**src/rtl/mul_div_unit_pkg.sv**
```systemverilog
// mul_div_unit_pkg: shared op codes, FSM state type and op-class helpers
// for the multiply/divide unit.
//   mdu_op_e    - 3-bit MDU op codes driven on mul_div_unit.op
//   mdu_state_e - control FSM states of mul_div_unit
package mul_div_unit_pkg;

    typedef enum logic [2:0] {
        MDU_MULT  = 3'd0,
        MDU_MULTU = 3'd1,
        MDU_DIV   = 3'd2,
        MDU_DIVU  = 3'd3,
        MDU_MTHI  = 3'd4,
        MDU_MTLO  = 3'd5
    } mdu_op_e;

    typedef enum logic [1:0] {
        ST_IDLE = 2'd0,
        ST_MUL  = 2'd1,
        ST_DIV  = 2'd2,
        ST_DONE = 2'd3
    } mdu_state_e;

    // True for the multi-cycle multiply ops
    function automatic logic is_mul_op(input logic [2:0] op);
        return (op == MDU_MULT) || (op == MDU_MULTU);
    endfunction

    // True for the multi-cycle divide ops
    function automatic logic is_div_op(input logic [2:0] op);
        return (op == MDU_DIV) || (op == MDU_DIVU);
    endfunction

endpackage

```
**src/rtl/mul_div_unit_div_core.sv**
```systemverilog
// mul_div_unit_div_core: unsigned restoring divider, one quotient bit per
// cycle, WIDTH iterations after the start edge.
//   clk, rst      - clock, synchronous active-high reset
//   start         - load dividend/divisor magnitudes and begin
//   abort         - drop the division in flight
//   dividend      - unsigned dividend
//   divisor       - unsigned divisor (zero yields all-ones quotient)
//   quotient      - quotient, meaningful while valid is high
//   remainder     - remainder, meaningful while valid is high
//   valid         - one-cycle pulse after the final iteration
module mul_div_unit_div_core
    import mul_div_unit_pkg::*;
#(
    parameter int unsigned WIDTH = 32
) (
    input  logic             clk,
    input  logic             rst,
    input  logic             start,
    input  logic             abort,
    input  logic [WIDTH-1:0] dividend,
    input  logic [WIDTH-1:0] divisor,
    output logic [WIDTH-1:0] quotient,
    output logic [WIDTH-1:0] remainder,
    output logic             valid
);

    localparam int unsigned CNT_W = $clog2(WIDTH + 1);

    logic [WIDTH-1:0] r_rem;
    logic [WIDTH-1:0] r_quo;
    logic [WIDTH-1:0] r_dvs;
    logic [CNT_W-1:0] r_cnt;
    logic             r_run;
    logic             r_valid;

    logic [WIDTH:0]   w_shift;
    logic [WIDTH:0]   w_diff;

    // Partial remainder always stays below the divisor, so WIDTH+1 bits
    // hold the shifted value and the sign of the trial subtraction.
    assign w_shift = {r_rem, r_quo[WIDTH-1]};
    assign w_diff  = w_shift - {1'b0, r_dvs};

    // Iteration register: the dividend is shifted out of r_quo while
    // quotient bits are shifted in.
    always_ff @(posedge clk) begin
        if (rst || abort) begin
            r_rem   <= '0;
            r_quo   <= '0;
            r_dvs   <= '0;
            r_cnt   <= '0;
            r_run   <= 1'b0;
            r_valid <= 1'b0;
        end else begin
            r_valid <= 1'b0;
            if (start) begin
                r_rem <= '0;
                r_quo <= dividend;
                r_dvs <= divisor;
                r_cnt <= CNT_W'(WIDTH);
                r_run <= 1'b1;
            end else if (r_run) begin
                if (!w_diff[WIDTH]) begin
                    r_rem <= w_diff[WIDTH-1:0];
                    r_quo <= {r_quo[WIDTH-2:0], 1'b1};
                end else begin
                    r_rem <= w_shift[WIDTH-1:0];
                    r_quo <= {r_quo[WIDTH-2:0], 1'b0};
                end
                r_cnt <= r_cnt - CNT_W'(1);
                if (r_cnt == CNT_W'(1)) begin
                    r_run   <= 1'b0;
                    r_valid <= 1'b1;
                end
            end
        end
    end

    assign quotient  = r_quo;
    assign remainder = r_rem;
    assign valid     = r_valid;

endmodule

```
**src/rtl/mul_div_unit.sv**
```systemverilog
// mul_div_unit: iterative multiply/divide unit with HI/LO registers for the
// EX stage. Multi-cycle MULT/MULTU/DIV/DIVU, single-cycle MTHI/MTLO.
//   clk, rst   - clock, synchronous active-high reset
//   start      - EX holds a valid MDU instruction
//   op         - MDU op code (mdu_op_e)
//   src1, src2 - rs / rt operands
//   flush      - abort the operation in flight
//   stall_req  - combinational request to hold IF/ID/EX
//   busy       - mul/div in flight
//   done       - one-cycle pulse after HI/LO were written by mul/div
//   hi, lo     - HI/LO registers
module mul_div_unit
    import mul_div_unit_pkg::*;
#(
    parameter int unsigned WIDTH   = 32,
    parameter int unsigned MUL_LAT = 3
) (
    input  logic             clk,
    input  logic             rst,
    input  logic             start,
    input  logic [2:0]       op,
    input  logic [WIDTH-1:0] src1,
    input  logic [WIDTH-1:0] src2,
    input  logic             flush,
    output logic             stall_req,
    output logic             busy,
    output logic             done,
    output logic [WIDTH-1:0] hi,
    output logic [WIDTH-1:0] lo
);

    localparam int unsigned CNT_W = $clog2(MUL_LAT + 1);

    mdu_state_e         r_state;
    logic [WIDTH-1:0]   r_hi;
    logic [WIDTH-1:0]   r_lo;
    logic               r_busy;
    logic               r_done;
    logic [CNT_W-1:0]   r_cnt;
    logic [WIDTH-1:0]   r_a;
    logic [WIDTH-1:0]   r_b;
    logic               r_mul_signed;
    logic               r_div_zero;
    logic               r_neg_q;
    logic               r_neg_r;

    logic               w_is_mul;
    logic               w_is_div;
    logic               w_idle_take;
    logic               w_div_start;
    logic               w_div_signed;
    logic               w_s1_neg;
    logic               w_s2_neg;
    logic [WIDTH-1:0]   w_mag1;
    logic [WIDTH-1:0]   w_mag2;
    logic [2*WIDTH-1:0] w_a_ext;
    logic [2*WIDTH-1:0] w_b_ext;
    logic [2*WIDTH-1:0] w_prod;
    logic [WIDTH-1:0]   w_quo;
    logic [WIDTH-1:0]   w_rem;
    logic               w_div_valid;
    logic [WIDTH-1:0]   w_quo_fix;
    logic [WIDTH-1:0]   w_rem_fix;

    assign w_is_mul    = is_mul_op(op);
    assign w_is_div    = is_div_op(op);
    assign w_idle_take = (r_state == ST_IDLE) && start && !flush;
    assign w_div_start = w_idle_take && w_is_div;

    // Divider runs on magnitudes; signs are re-applied after the last step.
    assign w_div_signed = (op == MDU_DIV);
    assign w_s1_neg     = w_div_signed && src1[WIDTH-1];
    assign w_s2_neg     = w_div_signed && src2[WIDTH-1];
    assign w_mag1       = w_s1_neg ? -src1 : src1;
    assign w_mag2       = w_s2_neg ? -src2 : src2;

    // Sign/zero-extend to 2*WIDTH so one unsigned multiply covers both
    // MULT and MULTU; the low 2*WIDTH bits are the exact product.
    assign w_a_ext = {{WIDTH{r_mul_signed && r_a[WIDTH-1]}}, r_a};
    assign w_b_ext = {{WIDTH{r_mul_signed && r_b[WIDTH-1]}}, r_b};
    assign w_prod  = w_a_ext * w_b_ext;

    mul_div_unit_div_core #(
        .WIDTH (WIDTH)
    ) u_div_core (
        .clk       (clk),
        .rst       (rst),
        .start     (w_div_start),
        .abort     (flush),
        .dividend  (w_mag1),
        .divisor   (w_mag2),
        .quotient  (w_quo),
        .remainder (w_rem),
        .valid     (w_div_valid)
    );

    assign w_quo_fix = r_neg_q ? -w_quo : w_quo;
    assign w_rem_fix = r_neg_r ? -w_rem : w_rem;

    // Control FSM with HI/LO and status registers
    always_ff @(posedge clk) begin
        if (rst) begin
            r_state      <= ST_IDLE;
            r_hi         <= '0;
            r_lo         <= '0;
            r_busy       <= 1'b0;
            r_done       <= 1'b0;
            r_cnt        <= '0;
            r_a          <= '0;
            r_b          <= '0;
            r_mul_signed <= 1'b0;
            r_div_zero   <= 1'b0;
            r_neg_q      <= 1'b0;
            r_neg_r      <= 1'b0;
        end else begin
            r_done <= 1'b0;
            case (r_state)
                ST_IDLE: begin
                    if (w_idle_take) begin
                        if (w_is_mul) begin
                            r_a          <= src1;
                            r_b          <= src2;
                            r_mul_signed <= (op == MDU_MULT);
                            r_cnt        <= CNT_W'(MUL_LAT);
                            r_busy       <= 1'b1;
                            r_state      <= ST_MUL;
                        end else if (w_is_div) begin
                            // r_a keeps the raw dividend for the divide-by-zero result
                            r_a        <= src1;
                            r_div_zero <= (src2 == '0);
                            r_neg_q    <= w_s1_neg ^ w_s2_neg;
                            r_neg_r    <= w_s1_neg;
                            r_busy     <= 1'b1;
                            r_state    <= ST_DIV;
                        end else if (op == MDU_MTHI) begin
                            r_hi <= src1;
                        end else if (op == MDU_MTLO) begin
                            r_lo <= src1;
                        end
                    end
                end
                ST_MUL: begin
                    if (flush) begin
                        r_busy  <= 1'b0;
                        r_state <= ST_IDLE;
                    end else if (r_cnt == CNT_W'(1)) begin
                        r_hi    <= w_prod[2*WIDTH-1:WIDTH];
                        r_lo    <= w_prod[WIDTH-1:0];
                        r_busy  <= 1'b0;
                        r_done  <= 1'b1;
                        r_state <= ST_DONE;
                    end else begin
                        r_cnt <= r_cnt - CNT_W'(1);
                    end
                end
                ST_DIV: begin
                    if (flush) begin
                        r_busy  <= 1'b0;
                        r_state <= ST_IDLE;
                    end else if (w_div_valid) begin
                        if (r_div_zero) begin
                            r_hi <= r_a;
                            r_lo <= '1;
                        end else begin
                            r_hi <= w_rem_fix;
                            r_lo <= w_quo_fix;
                        end
                        r_busy  <= 1'b0;
                        r_done  <= 1'b1;
                        r_state <= ST_DONE;
                    end
                end
                ST_DONE: begin
                    // start here is the retiring instruction itself
                    r_state <= ST_IDLE;
                end
                default: begin
                    r_busy  <= 1'b0;
                    r_state <= ST_IDLE;
                end
            endcase
        end
    end

    assign stall_req = r_busy || (w_idle_take && (w_is_mul || w_is_div));
    assign busy      = r_busy;
    assign done      = r_done;
    assign hi        = r_hi;
    assign lo        = r_lo;

endmodule
```
**config.mk**
```make
export PLATFORM = sky130hd
export DESIGN_NAME = mul_div_unit
export DESIGN_NICKNAME = d
export VERILOG_FILES = /design/src/rtl/mul_div_unit_pkg.sv /design/src/rtl/mul_div_unit_div_core.sv /design/src/rtl/mul_div_unit.sv
export SDC_FILE = /design/constraint.sdc
export NUM_CORES = 2
export LEC_CHECK = 0
export ABC_AREA = 1
export CAP_MARGIN = 20
export CORE_ASPECT_RATIO = 1.4
export CORE_MARGIN = 4
export CORE_UTILIZATION = 55
export DETAILED_ROUTE_END_ITERATION = 12
export GPL_TIMING_DRIVEN = 0
export PLACE_DENSITY = 0.74
export SLEW_MARGIN = 20
export SYNTH_ARGS = -nofsm -noshare
export SYNTH_HDL_FRONTEND = slang
export SYNTH_SLANG_ARGS = --single-unit
```
**constraint.sdc**
```tcl
create_clock -name clk -period 8.5 [get_ports clk]
set_input_delay 1.275 -clock clk [delete_from_list [all_inputs] [get_ports clk]]
set_output_delay 1.275 -clock clk [all_outputs]
set_load 0.02 [all_outputs]
```
# Word level (Yosys, flattened, before mapping)
# Cells that the tools add are included.
[word_totals]
reg_bits = 242
in_bits = 71
output_inout_bits = 67
wordCells = 149
[classes]
n_addsub = 7
n_mul = 1
eq_ne = 25
mux = 63
bitwise = 3
reduce_logical = 31
[ops]
columns = ["cell", "count"]
rows = [
  ["$mux W32", 28],
  ["$pmux W32 S3", 2],
  ["$neg A32 Y32", 4],
  ["$mul A33 B33 Y64", 1],
  ["$sub A33 B32 Y33", 1],
  ["$logic_not A32 Y1", 1],
  ["$mux W2", 11],
  ["$ne A2 B2 Y1 const B", 9],
  ["$mux W1", 16],
  ["$mux W6", 2],
  ["$reduce_and A10 Y1", 1],
  ["$reduce_and A5 Y1", 2],
  ["$reduce_and A9 Y1", 1],
  ["$logic_and A1 B1 Y1", 8],
  ["$pmux W2 S4", 1],
  ["$reduce_and A4 Y1", 2],
  ["$eq A3 B2 Y1 const B", 2],
  ["$eq A3 B3 Y1 const B", 2],
  ["$eq A6 B1 Y1 const B", 1],
  ["$ne A2 B1 Y1 const B", 3],
  ["$ne A3 B3 Y1 const B", 2],
  ["$reduce_and A3 Y1", 2],
  ["$reduce_bool A2 Y1", 3],
  ["$sub A6 B1 Y6 const B", 1],
  ["other kinds (17)", 24],
]

# Depth between registers and ports, before layout
[depth]
ltp_word = 7
ltp_mapped = 37
depth_no_buf = 35

# Cells and area by module
# A second synthesis with hierarchy kept.
[hier_totals]
hier_cells = 7997
hier_area_um2 = 57093.5
[modules_own_cells]
columns = ["mod", "n_inst", "cells_per_inst", "area_per_inst_um2"]
rows = [
  ["mul_div_unit", 1, 6786, 49960.4],
  ["mul_div_unit_div_core", 1, 1211, 7133.1],
]

# Worst setup path before layout
# No wires, ideal clock.
[synth_path]
path_type = "flip-flop to flip-flop"
start = "register r_a[31]"
end = "register r_hi[22] (netlist: hi[22])"
setup_ns = 0.070
t_arrival_ns = 7.298
required_time_ns = 8.430
setup_slack_ns = 1.132
stages_incl_launch_ff = 32
n_path_buf = 2
synth_period_minus_slack_ns = 7.368
cell_sequence = "dfxtp_1 buf_2 clkbuf_1 nand2_1 nor2_1 fa_1 inv_1 fa_1 inv_1 fa_1 fa_1 inv_1 fa_1 inv_1 fa_1 inv_1 fa_1 fa_1 inv_1 ha_1 nand2_1 nor2_1 inv_1 nor3_1 nand2_1 nor3_1 nand2_1 nand3_1 nand3_1 nand2_1 nand2_1 a21oi_1"
[synth_between]
elab_chain_len = 5
[synth_lines]
columns = ["element", "line", "source"]
rows = [
  ["start, declared", "mul_div_unit.sv:40", "logic [WIDTH-1:0] r_a;"],
  ["start signal, assigned", "mul_div_unit.sv:121", "r_a <= src1;"],
  ["start signal, assigned", "mul_div_unit.sv:129", "r_a <= src1;"],
  ["$logic_and A1 B1 Y1", "mul_div_unit.sv:79", "assign w_a_ext = {{WIDTH{r_mul_signed && r_a[WIDTH-1]}}, r_a};"],
  ["$mul A33 B33 Y64 (*)", "mul_div_unit.sv:81", "assign w_prod = w_a_ext * w_b_ext;"],
  ["$mux W32 (*)", "mul_div_unit.sv:146", "end else if (r_cnt == CNT_W'(1)) begin"],
  ["$mux W32 (*)", "mul_div_unit.sv:143", "if (flush) begin"],
  ["$pmux W32 S3 (*)", "mul_div_unit.sv:117", "case (r_state)"],
  ["end signal, assigned", "mul_div_unit.sv:136", "r_hi <= src1;"],
  ["end signal, assigned", "mul_div_unit.sv:147", "r_hi <= w_prod[2*WIDTH-1:WIDTH];"],
  ["end signal, assigned", "mul_div_unit.sv:162", "r_hi <= r_a;"],
  ["end, declared", "mul_div_unit.sv:35", "logic [WIDTH-1:0] r_hi;"],
]
# Mark *: on every way between the ends. The rest lies on a longest branch, timed or not. The select of a mux whose other input is x is not followed.
# A chain may end at the register's enable or synchronous reset.

# Worst setup path after layout
[layout_path]
start = "register r_a[31]"
end = "register r_hi[17] (netlist: hi[17])"
# Same word-level chain as after synthesis.

==> metrics list <==
- The flow ran to the end, and the final reports show no timing, DRC or antenna violations.
- Global router's overall resource usage: 0.445
- Arr. time, crit path: 8.92 ns
- The cell sitting at the root of the clock tree is a sky130_fd_sc_hd__clkbuf_16.
- Static timing analysis puts the maximum clock frequency at 119 MHz.
- Slew headroom: 0.214
- The region available for standard cell placement spans 101,000 um2.
* Horizontal die dimension: 279 um
- Of the total power, registers draw 0.273.
- Die area: 108,000 um2
- The first global-routing pass estimated 352 mm of wire.
- Synthesized net count: 9,239
- The worst register-to-register path has a depth of 31.
- Final Setup Violations: 0
- Summing every instance area after synthesis gives 56,400 um2.
- For this run, design rule violations remaining after detail routing come to 0.
* Cell at the slowest stage of the critical path: sky130_fd_sc_hd__fa_2
- Inserted Clock Buffers: 23
- The synthesized design contains 242 register bits.
* Portion of the post-synthesis area used by sequential elements: 0.0860
- Register-to-register setup slack: 0.09 ns
- Vias per inst: 5.73
- Initial Utilization: 0.556
- Asr flop ratio synth: 0
* Ys flop type: sky130_fd_sc_hd__dfxtp_1
* Initial DRC Count: 5,078
- Number of top-level design ports: 138
* Number of library cell types mapped by synthesis: 59
- Leakage power of the design: 32.4 nW
- Hold repair after CTS inserted 0 buffers.
- In this run, placement finished with an instance count of 9,255.
- Height of the die: 387 um
- The worst register-to-register path begins at r_a[31].
- The number of hold-slack violations in the final timing report is 0.
- The max-slew violation total from the final report was 0.
- The longest clock path from root to sink contains 3 buffers.
* Accumulated negative setup slack: 0 ns
- Part of the power in the clock network: 0.195
* Layout Nets: 9,367
- Dividing the detail-routed wire length by the instance count gives 26.0 um.
- Count of flip-flops with a built-in enable after synthesis: 0
- Cell internal power was estimated by the tool at about 2.7 mW.
* HP Class: reg2reg
* Number of port buffers: between 100 and 150
- Reported max-cap violation count: 0
* Clock latency on the worst-skew pair: roughly 0.58 ns
* Peak supply drop: around 0.20 mV
- Setup repair after global routing could not meet its margin everywhere.
* Antenna violations before repair: 4
* CTS H-Tree Depth: 1
- For this run, the number of Yosys warnings is 0.
- Clock-pin slew was measured on the worst setup and hold paths at 0.07 ns.
* Hold path startpoint: u_div_core.r_dvs[2]
- Core utilization of the finished layout: 0.598
- The first detailed-routing pass ran for 6 iterations.
- In the final layout, the share of cells above drive strength 1 is 0.0473.
- Total half-perimeter wirelength after legalization and detailed placement: 204 mm
* Layout fillers: 9,646
- Critical path class: reg2reg
- After global routing the overflow that remains totals 0.
- Switching portion of total power: 0.524
- For the final database, setup skew stands at 0.0195 ns.
- Largest net degree at the start of global routing: 17
- Clock tree synthesis found a total of roughly 240 sinks.
- The clock period could shrink to about 8.4 ns.
- Of the total power, combinational logic draws 0.533.
- At the end of routability-driven placement, the weighted congestion stood at 1.07.
- Once layout is complete, the cells apart from fillers number 9,269.
- Across all layers, the routed design uses 53,143 vias.
* Final Total Pwr: 5.64 mW
- Std-Cell Rows: 138
* Count of mapped cells out of synthesis: 7,787
- Mean cell area of the mapped netlist: 7.24 um2
- The analysis attributes to net switching a power of 2.96 mW.
- Once detail routing completed, the nets flagged for antenna violations numbered 0.
- Setup WS pre-CTS: -1.50 ns
- For this run, the slowest stage of the critical path takes 0.70 ns.
- Dividing the final minimum period by the clock period gives 0.990.
* Biggest fanout along the worst timing path: 10
* Cell depth of the worst min-delay path: 2
- Vias in the first global route: 55,305
* Reg-to-reg critical path endpoint: hi[17]
* Capturing instance or port of the critical path: hi[17]
- For the pin with the worst max-slew slack, the measured transition is 1.18 ns.
- In this run the worst setup path begins at r_a[31].
* Total power per unit cell area: between 90 and 100 nW/um2
- TritonCTS built the clock tree.
- The worst setup path is launched from a flip-flop.
- Category of the worst setup path capture point: flip-flop
- Once routing completed, OpenROAD measured the worst setup slack at about 0.088 ns.
* Synth-to-layout area growth: 7.48%
- Required time of the critical path: 9.01 ns
- Detailed Route WL: 241 mm
[worst min path at each step]
stage / end / slack [ns]
after floorplan: u_div_core.r_dvs[2] / 0.42
after global placement: u_div_core.r_dvs[2] / 0.43
after detailed placement: u_div_core.r_dvs[2] / 0.45
after CTS: u_div_core.r_dvs[2] / 0.47
after global routing: r_cnt[0] / 0.51
final: u_div_core.r_dvs[2] / 0.46
[critical path, delay by kind of cell, from the launching register on]
kind / cells / cell delay (ns)
AND/OR/NAND/NOR: 11 / 1.73
adder cells (fa/ha/maj): 9 / 4.78
buffers and inverters: 10 / 1.29
AO/OA/AOI/OAI: 1 / 0.19
flip-flops: 1 / 0.33
[per-stage QoR]
stage	hold slack (ns)	instance area (um2)
after floorplan	0.418	56400
after global placement	0.432	59400
after detailed placement	0.450	59400
after CTS	0.467	60300
after global routing	0.506	60500
final	0.465	60600
[area by class of cell]
| cell class | count | area [um2] | share of cell area |
|---|---|---|---|
| multi-input combinational | 5204 | 42800 | 0.707 |
| buffer | 335 | 1510 | 0.0250 |
| timing repair buffer | 153 | 1550 | 0.0255 |
| inverter | 1956 | 7360 | 0.122 |
| clock inverter | 12 | 114 | 0.00188 |
| tap | 1330 | 1660 | 0.0275 |
| antenna | 9 | 22.5 | 0.000372 |
| clock buffer | 28 | 624 | 0.0103 |
| sequential | 242 | 4900 | 0.0809 |
[per-layer routing]
metal / vias up / wire, um / track usage
met4: 0 / 29800 / 0.414
met2: 3170 / 112000 / 0.729
met1: 25788 / 78600 / 0.490
met3: 1054 / 20600 / 0.0770
li1: 23131 / - / -
met5: - / 0 / 0
[Yosys cell counts, types with 6 or more instances]
cell / instances / area share
sky130_fd_sc_hd__nor3_2: 6 / 0.0011
sky130_fd_sc_hd__xnor2_1: 19 / 0.0030
sky130_fd_sc_hd__o211ai_1: 18 / 0.0024
sky130_fd_sc_hd__fa_1: 1126 / 0.40
sky130_fd_sc_hd__nand3_1: 258 / 0.023
sky130_fd_sc_hd__nor2_2: 9 / 0.0010
sky130_fd_sc_hd__o21ai_1: 21 / 0.0019
sky130_fd_sc_hd__a21oi_1: 349 / 0.031
sky130_fd_sc_hd__clkbuf_1: 321 / 0.021
sky130_fd_sc_hd__ha_1: 255 / 0.057
sky130_fd_sc_hd__buf_2: 39 / 0.0035
sky130_fd_sc_hd__a31oi_1: 26 / 0.0029
sky130_fd_sc_hd__nor3_1: 49 / 0.0044
sky130_fd_sc_hd__nand2_2: 6 / 0.00067
sky130_fd_sc_hd__or2_2: 14 / 0.0016
sky130_fd_sc_hd__dfxtp_1: 242 / 0.086
sky130_fd_sc_hd__buf_1: 21 / 0.0014
sky130_fd_sc_hd__nand3_2: 11 / 0.0020
sky130_fd_sc_hd__o22ai_1: 39 / 0.0043
sky130_fd_sc_hd__a32o_1: 6 / 0.0011
sky130_fd_sc_hd__nand2_1: 1978 / 0.13
sky130_fd_sc_hd__inv_1: 1932 / 0.13
sky130_fd_sc_hd__xor2_1: 34 / 0.0053
sky130_fd_sc_hd__nand4_1: 40 / 0.0044
sky130_fd_sc_hd__a21o_1: 7 / 0.00093
sky130_fd_sc_hd__inv_2: 19 / 0.0013
sky130_fd_sc_hd__o21ai_0: 331 / 0.029
sky130_fd_sc_hd__nor2_1: 501 / 0.033
sky130_fd_sc_hd__o21bai_1: 24 / 0.0032
sky130_fd_sc_hd__nand3b_1: 17 / 0.0023
sky130_fd_sc_hd__a21boi_0: 6 / 0.00080
sky130_fd_sc_hd__nor2_4: 9 / 0.0018
[layout by cell type, fill, tap and decap left out, types with 8 or more instances in the layout]
cell	Yosys	routed
sky130_fd_sc_hd__nand2_1	1978	1978
sky130_fd_sc_hd__inv_1	1932	1927
sky130_fd_sc_hd__fa_1	1126	1115
sky130_fd_sc_hd__nor2_1	501	492
sky130_fd_sc_hd__a21oi_1	349	345
sky130_fd_sc_hd__o21ai_0	331	329
sky130_fd_sc_hd__nand3_1	258	256
sky130_fd_sc_hd__ha_1	255	246
sky130_fd_sc_hd__dfxtp_1	242	200
sky130_fd_sc_hd__clkbuf_1	321	173
sky130_fd_sc_hd__clkdlybuf4s50_1	0	136
sky130_fd_sc_hd__clkbuf_2	1	82
sky130_fd_sc_hd__buf_2	39	45
sky130_fd_sc_hd__nor3_1	49	45
sky130_fd_sc_hd__nand4_1	40	40
sky130_fd_sc_hd__dfxtp_2	0	40
sky130_fd_sc_hd__o22ai_1	39	39
sky130_fd_sc_hd__xor2_1	34	34
sky130_fd_sc_hd__a31oi_1	26	26
sky130_fd_sc_hd__o21bai_1	24	24
sky130_fd_sc_hd__o21ai_1	21	23
sky130_fd_sc_hd__clkbuf_16	0	23
sky130_fd_sc_hd__buf_1	21	19
sky130_fd_sc_hd__inv_2	19	19
sky130_fd_sc_hd__xnor2_1	19	19
sky130_fd_sc_hd__o211ai_1	18	18
sky130_fd_sc_hd__nand3b_1	17	17
sky130_fd_sc_hd__buf_4	3	16
sky130_fd_sc_hd__nor2_2	9	16
sky130_fd_sc_hd__or2_2	14	14
sky130_fd_sc_hd__nand3_2	11	13
sky130_fd_sc_hd__nor2_4	9	11
sky130_fd_sc_hd__fa_2	0	11
sky130_fd_sc_hd__diode_2	0	9
sky130_fd_sc_hd__nor3_2	6	9
sky130_fd_sc_hd__clkbuf_4	0	8
[sequential cells by signal, summed over array words and instances, names as in the netlist, 2 cells and up]
name,cells
hi,32
lo,32
r_a,32
r_b,32
u_div_core.quotient,32
u_div_core.r_dvs,32
u_div_core.remainder,32
u_div_core.r_cnt,6
r_cnt,2
r_state,2
[power by group through the flow]
stage	Combinational [mW]	Clock (mW)	Sequential, mW
floorplan	1.50	0	1.49
finish	3.01	1.10	1.54
global route	3.15	1.13	1.53
global placement	2.98	0	1.42
detailed placement	2.99	0	1.42
CTS	2.94	1.09	1.48
[cells by family after synthesis]
logic type | Yosys count | share of synthesized area
compound gates | 855 | 0.0820
xor+xnor | 53 | 0.00824
fa+ha+maj | 1381 | 0.457
buf+inv | 2341 | 0.157
flops | 242 | 0.0860
simple gates | 2915 | 0.210
[timing repair]
action / in CTS / in global routing
pin swaps: 2 / 6
setup buffers: 8 / 6
setup endpoints to repair: 39 / 38
gates resized for setup: 103 / 204
endpoints found under the hold margin: 0 / 0
cloned: 0 / 0
(Power assumes the default switching activity.)
